===== config.mk =====
export PLATFORM = sky130hd
export DESIGN_NAME = alu_wb_queue
export DESIGN_NICKNAME = d
export VERILOG_FILES = /design/src/rtl/alu_wb_queue_pkg.sv /design/src/rtl/wbq_fifo_mem.sv /design/src/rtl/alu_wb_queue.sv
export SDC_FILE = /design/constraint.sdc
export NUM_CORES = 1
export LEC_CHECK = 0
export BUFFER_PORTS_ARGS = -buffer_cell sky130_fd_sc_hd__buf_2
export CORE_UTILIZATION = 51
export DETAILED_ROUTE_END_ITERATION = 6
export PLACE_DENSITY = 0.75
export RECOVER_POWER = 50
export SYNTH_ARGS = -nofsm -noshare
export SYNTH_HDL_FRONTEND = slang
export SYNTH_SLANG_ARGS = --single-unit

===== constraint.sdc =====
create_clock -name clk -period 2.6 [get_ports clk]
set_input_delay 0.26 -clock clk [delete_from_list [all_inputs] [get_ports clk]]
set_output_delay 0.26 -clock clk [all_outputs]
set_load 0.01 [all_outputs]

===== src/rtl/alu_wb_queue_pkg.sv =====
// Shared ALU definitions: control encodings, flag bit positions and trap classification.
// Used by the ALU, its control decoder and the writeback queue.
package alu_wb_queue_pkg;

  typedef enum logic [3:0] {
    AluAnd  = 4'b0000,
    AluOr   = 4'b0001,
    AluAdd  = 4'b0010,
    AluSub  = 4'b0110,
    AluSlt  = 4'b0111,
    AluNor  = 4'b1100,
    AluNand = 4'b1101
  } alu_ctrl_e;

  localparam int unsigned FLAG_ZERO = 0;
  localparam int unsigned FLAG_COUT = 1;
  localparam int unsigned FLAG_OVF  = 2;
  localparam int unsigned FLAGS_W   = 3;

  // Only arithmetic ops raise a trap on signed overflow.
  function automatic logic trap_en_for(alu_ctrl_e ctrl);
    return (ctrl == AluAdd) || (ctrl == AluSub);
  endfunction

endpackage


===== src/rtl/wbq_fifo_mem.sv =====
// Writeback queue storage: registered write port, combinational read port.
// Contents are intentionally not reset.
module wbq_fifo_mem #(
  parameter int unsigned DEPTH = 4,
  parameter int unsigned WIDTH = 40
) (
  input  logic                     clk,
  input  logic                     we,
  input  logic [$clog2(DEPTH)-1:0] waddr,
  input  logic [WIDTH-1:0]         wdata,
  input  logic [$clog2(DEPTH)-1:0] raddr,
  output logic [WIDTH-1:0]         rdata
);

  logic [WIDTH-1:0] mem_q [DEPTH];
  logic [WIDTH-1:0] mem_d [DEPTH];

  always_comb begin
    mem_d = mem_q;
    if (we) begin
      mem_d[waddr] = wdata;
    end
  end

  always_ff @(posedge clk) begin
    mem_q <= mem_d;
  end

  assign rdata = mem_q[raddr];

endmodule


===== src/rtl/alu_wb_queue.sv =====
// Writeback queue between the ALU and the register-file write port.
// Drops trapping overflows into a sticky exception record and discards writes to r0.
module alu_wb_queue
  import alu_wb_queue_pkg::*;
#(
  parameter int unsigned DATA_W = 32,
  parameter int unsigned ADDR_W = 5,
  parameter int unsigned DEPTH  = 4
) (
  input  logic                     clk,
  input  logic                     rst_n,
  input  logic                     in_valid,
  output logic                     in_ready,
  input  logic [DATA_W-1:0]        in_result,
  input  logic                     in_zero,
  input  logic                     in_cout,
  input  logic                     in_overflow,
  input  logic [ADDR_W-1:0]        in_rd,
  input  logic                     in_trap_en,
  output logic                     out_valid,
  input  logic                     out_ready,
  output logic [DATA_W-1:0]        out_result,
  output logic [ADDR_W-1:0]        out_rd,
  output logic [2:0]               out_flags,
  output logic [$clog2(DEPTH):0]   count,
  output logic                     exc_sticky,
  output logic [ADDR_W-1:0]        exc_rd,
  input  logic                     exc_clr
);

  localparam int unsigned AW = $clog2(DEPTH);
  localparam int unsigned EW = DATA_W + ADDR_W + FLAGS_W;
  localparam logic [AW:0] FULL_CNT = (AW + 1)'(DEPTH);

  logic [AW:0]       wr_ptr_q, wr_ptr_d, rd_ptr_q, rd_ptr_d;
  logic              exc_sticky_q, exc_sticky_d;
  logic [ADDR_W-1:0] exc_rd_q, exc_rd_d;

  logic          full, empty, accept, trap, push, pop;
  logic [2:0]    in_flags;
  logic [EW-1:0] wdata, rdata;

  assign count    = wr_ptr_q - rd_ptr_q;
  assign full     = (count == FULL_CNT);
  assign empty    = (count == '0);
  assign in_ready = rst_n && !full;
  assign accept   = in_valid && in_ready;
  assign trap     = accept && in_overflow && in_trap_en;
  assign push     = accept && !trap && (in_rd != '0);
  assign pop      = out_valid && out_ready;

  always_comb begin
    in_flags            = '0;
    in_flags[FLAG_ZERO] = in_zero;
    in_flags[FLAG_COUT] = in_cout;
    in_flags[FLAG_OVF]  = in_overflow;
  end

  assign wdata = {in_result, in_rd, in_flags};

  wbq_fifo_mem #(
    .DEPTH (DEPTH),
    .WIDTH (EW)
  ) u_mem (
    .clk   (clk),
    .we    (push),
    .waddr (wr_ptr_q[AW-1:0]),
    .wdata (wdata),
    .raddr (rd_ptr_q[AW-1:0]),
    .rdata (rdata)
  );

  assign out_valid  = !empty;
  assign out_result = out_valid ? rdata[EW-1 -: DATA_W]    : '0;
  assign out_rd     = out_valid ? rdata[FLAGS_W +: ADDR_W] : '0;
  assign out_flags  = out_valid ? rdata[FLAGS_W-1:0]       : '0;

  always_comb begin
    wr_ptr_d     = push ? wr_ptr_q + 1'b1 : wr_ptr_q;
    rd_ptr_d     = pop  ? rd_ptr_q + 1'b1 : rd_ptr_q;
    exc_sticky_d = exc_sticky_q;
    exc_rd_d     = exc_rd_q;
    // A new trap beats a same-cycle clear and then records its own index.
    if (trap) begin
      exc_sticky_d = 1'b1;
      if (!exc_sticky_q || exc_clr) begin
        exc_rd_d = in_rd;
      end
    end else if (exc_clr) begin
      exc_sticky_d = 1'b0;
      exc_rd_d     = '0;
    end
  end

  always_ff @(posedge clk) begin
    if (!rst_n) begin
      wr_ptr_q     <= '0;
      rd_ptr_q     <= '0;
      exc_sticky_q <= 1'b0;
      exc_rd_q     <= '0;
    end else begin
      wr_ptr_q     <= wr_ptr_d;
      rd_ptr_q     <= rd_ptr_d;
      exc_sticky_q <= exc_sticky_d;
      exc_rd_q     <= exc_rd_d;
    end
  end

  assign exc_sticky = exc_sticky_q;
  assign exc_rd     = exc_rd_q;

endmodule


# --- Yosys cells after proc, flatten, opt, wreduce, memory -nomap -nowiden ---
# Cells that the tools add are included.
op_classes:
  n_addsub: 3
  order_cmp: 3
  eq_ne: 2
  n_mux: 14
  bitwise_logic: 2
  n_reduce_logical: 17
ops:
  columns: ["cell", "n"]
  rows:
  - ["$bwmux 160", 1]
  - ["$mux 40", 3]
  - ["$bmux 40 s2", 1]
  - ["$demux 40 s2", 1]
  - ["$mux 32", 1]
  - ["$mux 5", 4]
  - ["$logic_and 1x1->1", 8]
  - ["$add 3x1->3 const B", 2]
  - ["$ge 3x3->1 const B", 2]
  - ["$not 2->3", 2]
  - ["$reduce_bool 5->1", 1]
  - ["$logic_not 1->1", 4]
  - ["$eq 3x3->1 const B", 1]
  - ["$logic_not 3->1", 1]
  - ["$lt 3x1->1 const B", 1]
  - ["$mux 3", 1]
  - ["$sub 3x3->3", 1]
  - ["$mux 1", 2]
  - ["$ne 2x1->1 const B", 1]
  - ["$reduce_and 2->1", 1]
  - ["$reduce_bool 2->1", 1]
  - ["$logic_or 1x1->1", 1]
totals:
  reg_bits: 172
  input_bits: 46
  output_inout_bits: 51
  wordCells: 49

# --- Logic depth before layout (Yosys ltp) ---
logic_depth:
  depth_word: 10
  mapped_depth: 7
  mapped_depth_nobuf: 7

# --- Cells and area by module ---
# From an unflattened synthesis, not the netlist that was laid out.
hier_totals:
  hier_cells: 325
  hier_area_um2: 6766.5
modules_own_cells:
  columns: ["mod", "n_inst", "cells_per_inst", "area_each_um2", "seq_area_each_um2"]
  rows:
  - ["wbq_fifo_mem", 1, 213, 5848.1, 4804.6]
  - ["alu_wb_queue", 1, 112, 918.4, 240.2]

# --- Least setup slack after synthesis ---
# No wires, ideal clock.
synth_path:
  kind: "reg2reg"
  startpoint: "register wr_ptr_q[0]"
  endpoint: "register u_mem.mem_q[0] (netlist bit) (enable)"
  setup_ns: 0.380
  arrival_ns: 2.304
  t_required_ns: 2.220
  slack_ns: -0.084
  stages_incl_launch_ff: 7
  path_buffers: 0
  synth_period_minus_slack_ns: 2.684
  cell_sequence: "dfxtp_1 inv_1 ha_1 fa_1 xor3_2 a31oi_4 and3_2"
synth_via:
  elab_chain_len: 10
synth_rtl:
  columns: ["element", "line_no", "rtl"]
  rows:
  - ["start: declaration", "alu_wb_queue.sv:35", "logic [AW:0] wr_ptr_q, wr_ptr_d, rd_ptr_q, rd_ptr_d;"]
  - ["start signal: assignment", "alu_wb_queue.sv:102", "wr_ptr_q <= wr_ptr_d;"]
  - ["$sub 3x3->3 *", "alu_wb_queue.sv:43", "assign count = wr_ptr_q - rd_ptr_q;"]
  - ["net count[2]", "alu_wb_queue.sv:25", "output logic [$clog2(DEPTH):0] count,"]
  - ["$eq 3x3->1 *", "alu_wb_queue.sv:44", "assign full = (count == FULL_CNT);"]
  - ["$logic_not 1->1 *", "alu_wb_queue.sv:46", "assign in_ready = rst_n && !full;"]
  - ["$logic_and 1x1->1 *", "alu_wb_queue.sv:46", null]
  - ["$logic_and 1x1->1 *", "alu_wb_queue.sv:47", "assign accept = in_valid && in_ready;"]
  - ["$logic_and 1x1->1 (2 in a row)", "alu_wb_queue.sv:48", "assign trap = accept && in_overflow && in_trap_en;"]
  - ["$logic_not 1->1", "alu_wb_queue.sv:49", "assign push = accept && !trap && (in_rd != '0);"]
  - ["$logic_and 1x1->1 * (2 in a row)", "alu_wb_queue.sv:49", null]
  - ["end signal: assignment", "wbq_fifo_mem.sv:26", "mem_q <= mem_d;"]
  - ["end: declaration", "wbq_fifo_mem.sv:15", "logic [WIDTH-1:0] mem_q [DEPTH];"]
# Mark *: on every way through the listed nets, which the timed path passes. The rest lies on a longest branch.
# A chain may end at the register's enable or synchronous reset.

# --- Worst setup path after layout ---
layout_path:
  startpoint: "register wr_ptr_q[0]"
  endpoint: "output port out_result[18]"
layout_via:
  elab_chain_len: 3
layout_rtl:
  columns: ["element", "line_no", "rtl"]
  rows:
  - ["$sub 3x3->3", "alu_wb_queue.sv:43", null]
  - ["$logic_not 3->1", "alu_wb_queue.sv:45", "assign empty = (count == '0);"]
  - ["$mux 32", "alu_wb_queue.sv:74", "assign out_result = out_valid ? rdata[EW-1 -: DATA_W] : '0;"]
  - ["end: declaration", "alu_wb_queue.sv:22", "output logic [DATA_W-1:0] out_result,"]
# No other way between the ends.

==> out/results.txt <==
The run finished with clean final reports. In this run the worst path has a maximum fanout of 6. The tools report the fraction of power consumed by combinational cells as 33.7%.

Input and output buffers added on the ports amount to 96. The part of the power in the clock network was 27.2%. For this run, the leading register cell type out of synthesis is sky130_fd_sc_hd__edfxtp_1. The clock buffer count from CTS is 17, and the final number of setup-violating endpoints is 0. In the layout the commonest cells are 160 x sky130_fd_sc_hd__edfxtp_1, 50 x sky130_fd_sc_hd__buf_2, 47 x sky130_fd_sc_hd__clkbuf_1. The total of flip-flops plus latches after synthesis is 172, and the fmax is 0.3935 GHz.

Net switching is 30.50% of the power. At the end of the flow the core is filled with cells to 63.85%. The final critical-path required period came out at 2.541 ns.

In this run the count of I/O pins placed on the die edge is 97. Global routing consumed, over all layers together, 20.27% of the routing resources. For the worst setup path, the data required time is 2.34 ns. From synthesis to final layout, the design area changed by 21.16%. Walking the worst path, the cells encountered are inv_4 > ha_4 > fa_2 > nand2_2 > nor2_4 > buf_12 > clkbuf_16 > nor2b_1 > buf_2. The clock net in this run drives a total of 172 sinks.

For the distinct cell type count of the synthesized netlist, the log shows 29. The count of maximum capacitance violations is 0. The final period utilization came out at 97.74%.

TritonCTS built the clock tree. The die covers 13610 um2. The synthesized design contains 160 enable-type register cells. Number of core rows: 41. The share of the Yosys chip area taken by registers is 75.25%. The first detailed-routing pass took 4 iterations. The average wire per cell in the routed design is 20.16 um, and the average size of a mapped cell is 20.31 um2. The run gives 0.43 ns as the clock insertion delay at the later pin of the skew report.

The cell at the root of the clock tree was sky130_fd_sc_hd__clkbuf_16. In this run the horizontal extent of the chip is 116.7 um. Once detail routing completed, the nets flagged for antenna violations numbered 0. The final layout contains 501 nets. The critical path is of the flip-flop to output port type. The worst clock skew was 0.01030 ns. The most common cell after layout, fill and taps aside is sky130_fd_sc_hd__edfxtp_1. Number of buffers and inverters on the critical path: 4. The critical path's slowest cell was sky130_fd_sc_hd__fa_2. Placer's final routability congestion estimate: 0.7384. The run gives 916 as the count of filler cells inserted in the layout.

The logs give 2.28 ns for the endpoint arrival time on the critical path and 0 for the total of warnings raised by yosys. Of the total power, registers draw 39.1%. The clock tree synthesis step divided the H-tree into 4 levels. Registers take 5054 um2. The tools report the final-report hold violation count as 0. For this design the total switching power over the nets is 0.002522 W. The tools report the total DRC errors in the routed layout as 0. After detailed routing, the total wire length is 12.76 mm. 0 antenna diodes ended up in the layout.

For this block, the initial DRC count from the detailed router was 321. The total overflow left after global routing is 0. Counting every instance in the synthesized netlist gives 330.

The region available for standard cell placement spans 12720 um2. The multi-input combinational cells in the finished layout cover a total of 1580 um2. The routed layout has 3436 vias.

The tightest min-delay check is of the input port to flip-flop type. For the synthesized netlist net count, the log shows 383. The worst setup path is launched from a flip-flop. The floorplan step set the die height to 116.7 um. The tools report the standby leakage power as 2.727 nW. STA classifies the critical path endpoint as an output port. The total chip power was 0.008270 W; the wire length of the first global-routing pass was 19.24 mm. The tools report the pin count of the biggest net entering global routing as 43.

The final number of max-transition violations is 0. The number of antenna violations at the first check in global routing was 0. The fraction of final layout cells sized beyond drive strength 1 is 33.19%, and the async set or reset register ratio after synthesis is 0%.

The mapped netlist covers 6704 um2. Total power density per cell area: 1018 nW/um2. The top cell family by delay on the critical path was adder cells. The relative max-transition margin is 57.78%, and the biggest cell delay along the critical path is 0.56 ns.

Dividing the detail-routed via count by the number of cells gives 5.428. Cell internal power was estimated by the tool at 0.005748 W. The clock-pin slew on the worst setup and hold paths was 0.07 ns; the number of buffers inserted by hold repair at cts was 0. For the pin with the worst max-slew slack, the measured transition is 0.6333 ns.

For the initial standard-cell utilization of the core, the log shows 52.69%. Once detailed placement completed, the half-perimeter wirelength came to 7.673 mm. The tools report the number of global-route vias before repair as 3579.

The run gives 0.5292 mV as the peak supply drop. For the buffer levels on the longest clock path, the log shows 2.
[timing repair]
action,in CTS,in global routing
setup buffers,3,0
setup endpoints to repair,41,42
pin swaps,2,2
gates cloned,1,1
resized for setup,8,3
[final timing paths]
check	startpoint	endpoint	slack (ns)	cells after the start
setup / recovery	wr_ptr_q[0]	out_result[18]	0.06	9
hold / removal	in_result[28]	u_mem.mem_q[156]	0.10	1
setup reg to reg	wr_ptr_q[0]	u_mem.mem_q[131]	0.19	8
hold reg to reg	exc_rd[4]	exc_rd[4]	0.47	2
[stage by stage]
stage	std cells	hold WS (ns)	worst slack (ns)	setup TNS, ns	area, um2
after floorplan	330	0.3589	-0.07300	-8.760	6708
after global placement	596	0.4540	0.1596	0	7535
after detailed placement	596	0.4616	0.09706	0	7535
after CTS	632	0.03379	0.007299	0	8140
after global routing	633	0.09644	-0.01198	-0.06597	8123
final	633	0.1015	0.05875	0	8123
[cell type report]
class	count	area share, %
Inverter	11	0.5391
Clock inverter	14	1.201
Clock buffer	18	5.283
Multi-Input combinational cell	132	19.45
Tap cell	172	2.649
Sequential cell	172	62.22
Timing Repair Buffer	114	8.657
[registers in the layout, indices dropped and copies added, names as in the netlist]
signal       flops
u_mem.mem_q    160
exc_rd           5
rd_ptr_q         3
wr_ptr_q         3
exc_sticky       1
[cells by family (layout without fill, tap and decap cells)]
family / after synthesis / count (layout) / synth area share, %
AO/OA/AOI/OAI: 14 / 14 / 1.661
XOR/XNOR: 3 / 3 / 0.6346
adder cells (fa/ha/maj): 7 / 7 / 1.418
buffers and inverters: 26 / 157 / 1.605
flip-flops: 172 / 172 / 75.25
multiplexers: 41 / 41 / 13.59
AND/OR/NAND/NOR: 67 / 67 / 5.842
[cells in the mapped netlist, types with 3 or more instances]
cell | instances | area (um2)
sky130_fd_sc_hd__inv_1 | 11 | 41.29
sky130_fd_sc_hd__nor2_1 | 3 | 11.26
sky130_fd_sc_hd__nor2b_1 | 40 | 250.2
sky130_fd_sc_hd__and3_2 | 4 | 30.03
sky130_fd_sc_hd__clkbuf_1 | 3 | 11.26
sky130_fd_sc_hd__ha_1 | 6 | 75.07
sky130_fd_sc_hd__mux4_2 | 40 | 900.9
sky130_fd_sc_hd__buf_1 | 4 | 15.01
sky130_fd_sc_hd__dfxtp_1 | 12 | 240.2
sky130_fd_sc_hd__edfxtp_1 | 160 | 4805
sky130_fd_sc_hd__o21ai_0 | 4 | 20.02
sky130_fd_sc_hd__buf_2 | 8 | 40.04
sky130_fd_sc_hd__nand3_1 | 4 | 20.02
sky130_fd_sc_hd__o32ai_1 | 5 | 43.79
sky130_fd_sc_hd__nand2_1 | 11 | 41.29
[layer usage]
layer,up-vias,track usage [%],routed length (um)
met3,12,5.864,533
met2,86,34.20,6705
met1,1785,25.55,5406
li1,1553,-,-
met5,-,0,0
met4,0,6.329,113
[power by group through the flow]
stage | Combinational (W) | Sequential (W) | Clock (W)
finish | 0.00279 | 0.00323 | 0.00225
global route | 0.00304 | 0.00324 | 0.00240
CTS | 0.00272 | 0.00323 | 0.00228
global placement | 0.00241 | 0.00327 | 0
floorplan | 0.00148 | 0.00327 | 0
detailed placement | 0.00243 | 0.00328 | 0
No activity file was read; power rests on OpenSTA's default activity.
